<file path="src/rtl/stopwatch_ctrl.sv">
// stopwatch_ctrl: run controller for the 4-digit BCD stopwatch counter.
// Debounces the start/pause button, runs the IDLE/RUN/PAUSE/DONE machine,
// generates the count tick and detects terminal count.
// Optional lap-hold display feature: define STOPWATCH_LAP_EN.

// Button conditioner: 2-FF synchroniser, debounce, rising-edge event.
module stopwatch_ctrl_db #(
  parameter int unsigned DB_CYCLES = 2000000
) (
  input  logic c_clk,
  input  logic R,
  input  logic raw,
  output logic evt
);

  localparam int unsigned CW = $clog2(DB_CYCLES + 1);

  logic          s1;
  logic          s2;
  logic          lvl;
  logic [CW-1:0] db_cnt;
  logic          accept;

  // The accepted level flips on the DB_CYCLES-th consecutive differing sample
  assign accept = (s2 != lvl) && (db_cnt == CW'(DB_CYCLES - 1));

  // Synchronise, count stable differing samples, emit a pulse on accepted 0->1
  always_ff @(posedge c_clk) begin
    if (R) begin
      s1     <= 1'b0;
      s2     <= 1'b0;
      lvl    <= 1'b0;
      db_cnt <= '0;
      evt    <= 1'b0;
    end else begin
      s1  <= raw;
      s2  <= s1;
      evt <= accept & s2;
      if (s2 == lvl) begin
        db_cnt <= '0;
      end else if (accept) begin
        lvl    <= s2;
        db_cnt <= '0;
      end else begin
        db_cnt <= db_cnt + CW'(1);
      end
    end
  end

endmodule

module stopwatch_ctrl #(
  parameter int unsigned TICK_DIV  = 1000000,
  parameter int unsigned DB_CYCLES = 2000000
) (
  input  logic        c_clk,
  input  logic        R,
  input  logic        P,
  input  logic        L,
  input  logic [1:0]  sel,
  input  logic [7:0]  load,
  input  logic [15:0] cnt,
  output logic        cnt_clr,
  output logic [15:0] init_val,
  output logic        cnt_en,
  output logic        cnt_dir,
  output logic        done,
  output logic [1:0]  state_o,
  output logic [15:0] disp
);

  localparam int unsigned PW = (TICK_DIV > 2) ? $clog2(TICK_DIV) : 1;

  typedef enum logic [1:0] {
    IDLE  = 2'b00,
    RUN   = 2'b01,
    PAUSE = 2'b10,
    DONE  = 2'b11
  } state_t;

  state_t        state;
  logic [PW-1:0] presc;
  logic [1:0]    sel_q;
  logic [1:0]    sel_eff;
  logic          p_evt;
  logic          term;
  logic          tick;

  function automatic logic [3:0] clamp9(input logic [3:0] d);
    return (d > 4'd9) ? 4'd9 : d;
  endfunction

  stopwatch_ctrl_db #(.DB_CYCLES(DB_CYCLES)) u_db_p (
    .c_clk (c_clk),
    .R     (R),
    .raw   (P),
    .evt   (p_evt)
  );

  assign cnt_clr = (state == IDLE);
  assign done    = (state == DONE);
  assign state_o = state;
  assign cnt_dir = ~sel_q[1];
  assign tick    = (presc == PW'(TICK_DIV - 1));
  assign term    = (state == RUN) && (cnt_dir ? (cnt == 16'h9999) : (cnt == 16'h0000));
  assign cnt_en  = (state == RUN) && tick && !term;

  // Start value: live mode select while idle, frozen copy once started
  always_comb begin
    sel_eff  = (state == IDLE) ? sel : sel_q;
    init_val = '0;
    unique case (sel_eff)
      2'b00:   init_val = 16'h0000;
      2'b10:   init_val = 16'h9999;
      default: init_val = {clamp9(load[7:4]), clamp9(load[3:0]), 8'h00};
    endcase
  end

  // Run state machine, tick prescaler and mode capture
  always_ff @(posedge c_clk) begin
    if (R) begin
      state <= IDLE;
      presc <= '0;
      sel_q <= 2'b00;
    end else begin
      unique case (state)
        IDLE: begin
          presc <= '0;
          sel_q <= sel;
          if (p_evt) state <= RUN;
        end
        RUN: begin
          presc <= tick ? '0 : presc + PW'(1);
          // terminal count has priority over a simultaneous pause request
          if (term)       state <= DONE;
          else if (p_evt) state <= PAUSE;
        end
        PAUSE: begin
          if (p_evt) state <= RUN;
        end
        DONE: begin
          state <= DONE;
        end
      endcase
    end
  end

`ifdef STOPWATCH_LAP_EN
  logic        l_evt;
  logic        lap_hold;
  logic [15:0] lap_reg;

  stopwatch_ctrl_db #(.DB_CYCLES(DB_CYCLES)) u_db_l (
    .c_clk (c_clk),
    .R     (R),
    .raw   (L),
    .evt   (l_evt)
  );

  // Lap toggles only while running; reaching terminal count releases the hold
  always_ff @(posedge c_clk) begin
    if (R) begin
      lap_hold <= 1'b0;
      lap_reg  <= '0;
    end else if (state == RUN) begin
      if (term) begin
        lap_hold <= 1'b0;
      end else if (l_evt) begin
        lap_hold <= ~lap_hold;
        if (!lap_hold) lap_reg <= cnt;
      end
    end
  end

  assign disp = lap_hold ? lap_reg : cnt;
`else
  logic unused_l;
  assign unused_l = L;
  assign disp     = cnt;
`endif

endmodule

</file>
<file path="config.mk">
export PLATFORM = sky130hd
export DESIGN_NAME = stopwatch_ctrl
export DESIGN_NICKNAME = d
export VERILOG_FILES = /design/src/rtl/stopwatch_ctrl.sv
export SDC_FILE = /design/constraint.sdc
export NUM_CORES = 1
export LEC_CHECK = 0
export ABC_AREA = 1
export BUFFER_PORTS_ARGS = -buffer_cell sky130_fd_sc_hd__buf_2
export CORE_MARGIN = 2
export CORE_UTILIZATION = 50
export CTS_BUF_LIST = sky130_fd_sc_hd__clkbuf_8
export CTS_CLUSTER_DIAMETER = 150
export DETAILED_ROUTE_END_ITERATION = 16
export GPL_ROUTABILITY_DRIVEN = 0
export PLACE_DENSITY = 0.75
export SLEW_MARGIN = 20
export SYNTH_ARGS = -nofsm -noshare
export SYNTH_HDL_FRONTEND = slang
export SYNTH_SLANG_ARGS = --single-unit
</file>
<file path="constraint.sdc">
create_clock -name c_clk -period 1.9 [get_ports c_clk]
set_input_delay 0.19 -clock c_clk [delete_from_list [all_inputs] [get_ports c_clk]]
set_output_delay 0.19 -clock c_clk [all_outputs]
set_load 0.05 [all_outputs]
</file>
==> results by group <==
Run status
  • Outcome: complete, no violations

Logic synthesis
  • Synthesized area per cell: 6.576 um^2
  • Post-synthesis sequential area ratio: 0.3406
  • Most numerous cell in the Yosys netlist: nand2_1
  • Post-synth ARST share: 0
  • Cell count after synthesis: ~440
  • Dominant cell type by area after synthesis: dfxtp_1
  • Post-synth top area share: 0.3406
  • Unique masters post-synth: 30
  • Post-synth top cells: nand2_1, nor2_1, dfxtp_1, inv_1, a21oi_1
  • Post-synth EDFFs: 0
  • Synth Cell Area: 2880 um^2
  • Top_reg_cell synth: dfxtp_1
  • Top post-synthesis cells by area: dfxtp_1, nand2_1, nor2_1, buf_4, inv_1
  • Yosys warning count: 0
  • Post-synthesis register bit count: a little under 50

Flow run
  • Max-Cap Viols: 0

Pwr
  • Clock power share: 0.402
  • VDD IR max: between 400 and 500 uV
  • Leakage: between 0.001 and 0.0015 uW
  • Net load switching power: around 580 uW
  • P_int: about 1600 uW
  • Sw Share: 0.2615
  • P per Cell Area: approximately 650 nW/um^2
  • Total chip power: about 2200 uW
  • Combinational power share: 0.130
  • Seq pwr share: 0.469

Critical path
  • Critical-path top delay cell: dfxtp_1
  • R2R depth: 7
  • CP Capture Type: output pin
  • CP Class: register to output pin
  • Crit-path max FO: 4
  • Worst reg2reg setup slack: roughly 0.23 ns
  • CP endpoint: cnt_en
  • Crit path from: presc[0]
  • Critical Path Max Stage Delay: 0.36 ns
  • Critical-path cell list: ha_1 -> nand2_2 -> nor3_4 -> nand3_1 -> nor2_2 -> buf_6
  • Reg2reg start: u_db_p.db_cnt[0]
  • Critical path launch point type: register
  • Critical Path RT: 1.71 ns
  • Worst reg2reg path endpoint: u_db_p.db_cnt[16]
  • CP arrival: 1.61 ns

Layout
  • Final cell count without fillers: around 560
  • Share of cells above drive strength 1: 0.2305
  • Layout net count: about 520
  • Register area: between 900 and 1000 um^2
  • Area of the multi-input gates: about 1600 um^2
  • Final-layout fill cell count: 547
  • Antenna Cells: 0
  • Area Overhead vs Synth: 17.20%

Die
  • I/O pin count: a little under 70
  • Die Y: between 70 and 80 um
  • Initial core utilization: 0.5199
  • Row cnt: 27
  • Core Region: 5540 um^2
  • Die area: ~6400 um^2
  • Die width: around 80 um

Route
  • DR iter-0 viols: 125
  • Post-DR vias/cell: between 4 and 5
  • Via count: approximately 2.7k
  • Post-route ant nets: 0
  • Wire per inst: between 10 and 15 um
  • Drt total wl: roughly 5900 um
  • DRC violations left: 0
  • Detailed Routing Iterations Pass 1: 4

Clocking
  • Clk sinks: 49
  • Root buf cell: clkbuf_8
  • H-tree depth: 2
  • Cts hold-fix bufs: 0
  • Clock Tree Buf Depth: 2
  • Insertion delay to the later sink of the worst-skew pair: 0.30 ns
  • Reg clk slew, reported paths: approximately 0.090 ns
  • CTS tree: built
  • CTS buffer count: 5

STA
  • Final setup violation count: 0
  • PnR worst setup slack: between 0.09 and 0.1 ns
  • Max Slew Vio Count: 0
  • Period utilisation layout: 0.9495
  • Max frequency: 554.3 MHz
  • Final hold violation count: 0
  • RSZ-0062 raised after global routing: no
  • Fin Setup TNS: 0 ns
  • Clock skew: around 0.011 ns
  • Final min period: 1.804 ns

Place
  • DPL Wire Length: between 4000 and 5000 um
  • Post-place setup slack: between 0.2 and 0.25 ns
  • Number of port buffers: between 60 and 70
  • Number of cells after detailed placement: roughly 550

Global routing
  • Overflow after GRT: 0
  • Largest net degree at the start of global routing: 22
  • Initial antenna violation count: 0
  • Vias in the first global route: 2518
  • Total GRT Usage: 0.1997
  • Global-route wire length before repair: approximately 10000 um

Worst hold path
  • Worst Hold Class: primary input to register
-- kinds of logic after synthesis --
family	count (synthesis)	synth area share
adder cells (fa/ha/maj)	2	0.008687
flip-flops	49	0.3406
other	1	0.001302
buffers and inverters	80	0.1386
AO/OA/AOI/OAI	49	0.09123
AND/OR/NAND/NOR	242	0.3740
XOR/XNOR	15	0.04561
-- area by class of cell --
cell class,instances,share of cell area
Multi-Input combinational cell,312,0.4722
Tap cell,72,0.02669
Clock buffer,5,0.02039
Inverter,50,0.05634
Timing Repair Buffer,67,0.1127
Sequential cell,49,0.2924
Clock inverter,3,0.01927
-- through the flow --
stage | hold WS, ns | utilization | area (um^2)
after floorplan | 0.2970 | - | 2967
after global placement | 0.3891 | 0.5772 | 3198
after detailed placement | 0.3965 | 0.5772 | 3198
after CTS | 0.08804 | 0.6025 | 3338
after global routing | 0.09463 | 0.6093 | 3376
final | 0.09025 | 0.6093 | 3376
-- worst max-delay path, delay by kind of cell (launching register included) --
| kind | cells | cell delay, ns |
|---|---|---|
| adders and majority gates | 1 | 0.18 |
| buffers and inverters | 1 | 0.16 |
| DFF | 1 | 0.36 |
| and+or+nand+nor | 4 | 0.60 |
-- what timing repair did --
item                       in CTS  in global routing
resized for setup               2                 14
setup endpoints to repair       3                  5
pin swaps                       0                  2
buffers inserted                0                  1
-- registers in the layout, indices dropped and copies added, names as in the netlist --
signal and cells:
u_db_p.db_cnt 21, presc 20, sel_q 2, state_o 2, u_db_p.evt 1, u_db_p.lvl 1, u_db_p.s1 1, u_db_p.s2 1
-- cells in the final DEF (no fill, tap or decap) --
master	netlist	routed
a21oi_1	32	31
a21oi_2	1	2
buf_12	0	1
buf_2	1	57
buf_4	24	7
buf_6	1	2
bufinv_16	0	2
clkbuf_8	0	5
clkinv_2	0	1
conb_1	1	4
dfxtp_1	49	46
dfxtp_2	0	2
dfxtp_4	0	1
ha_1	2	2
inv_1	47	47
inv_2	3	2
inv_4	0	1
nand2_1	112	108
nand2_2	0	2
nand2_4	1	3
nand3_1	26	26
nand3_2	3	3
nand3b_1	2	2
nand4_1	8	8
nor2_1	65	63
nor2_2	1	2
nor2_4	5	6
nor3_1	10	6
nor3_2	2	5
nor3_4	0	1
nor4_1	2	2
o211ai_1	1	1
o21ai_0	14	12
o21ai_4	1	3
or2_0	1	1
or2_2	4	4
xnor2_1	6	6
xor2_1	9	9
-- worst min-delay path by stage --
stage	cells past startpoint	slack, ns	startpoint	end
after global routing	3	0.09	P	u_db_p.s1
after detailed placement	2	0.40	u_db_p.s1	u_db_p.s2
final	3	0.09	P	u_db_p.s1
after CTS	3	0.09	P	u_db_p.s1
after global placement	2	0.39	u_db_p.s1	u_db_p.s2
after floorplan	2	0.30	P	u_db_p.s1
-- power groups by stage --
stage / logic, uW / registers [uW] / clock network (uW)
2_1_floorplan: 237 / 1060 / 0
3_3_place_gp: 277 / 1060 / 0
3_5_place_dp: 280 / 1060 / 0
4_1_cts: 281 / 1030 / 898
5_1_grt: 303 / 1030 / 936
6_report: 285 / 1030 / 885
-- routing by layer --
metal | vias to the layer above | wire [um] | track usage | part of all wire
li1 | 1450 | - | - | -
met1 | 1213 | 2670 | 0.2306 | 0.45
met2 | 31 | 3025 | 0.3650 | 0.51
met3 | 7 | 144 | 0.03846 | 0.024
met4 | 0 | 70 | 0.06780 | 0.012
met5 | - | 0 | 0 | 0
No activity file was read; power rests on OpenSTA's default activity.
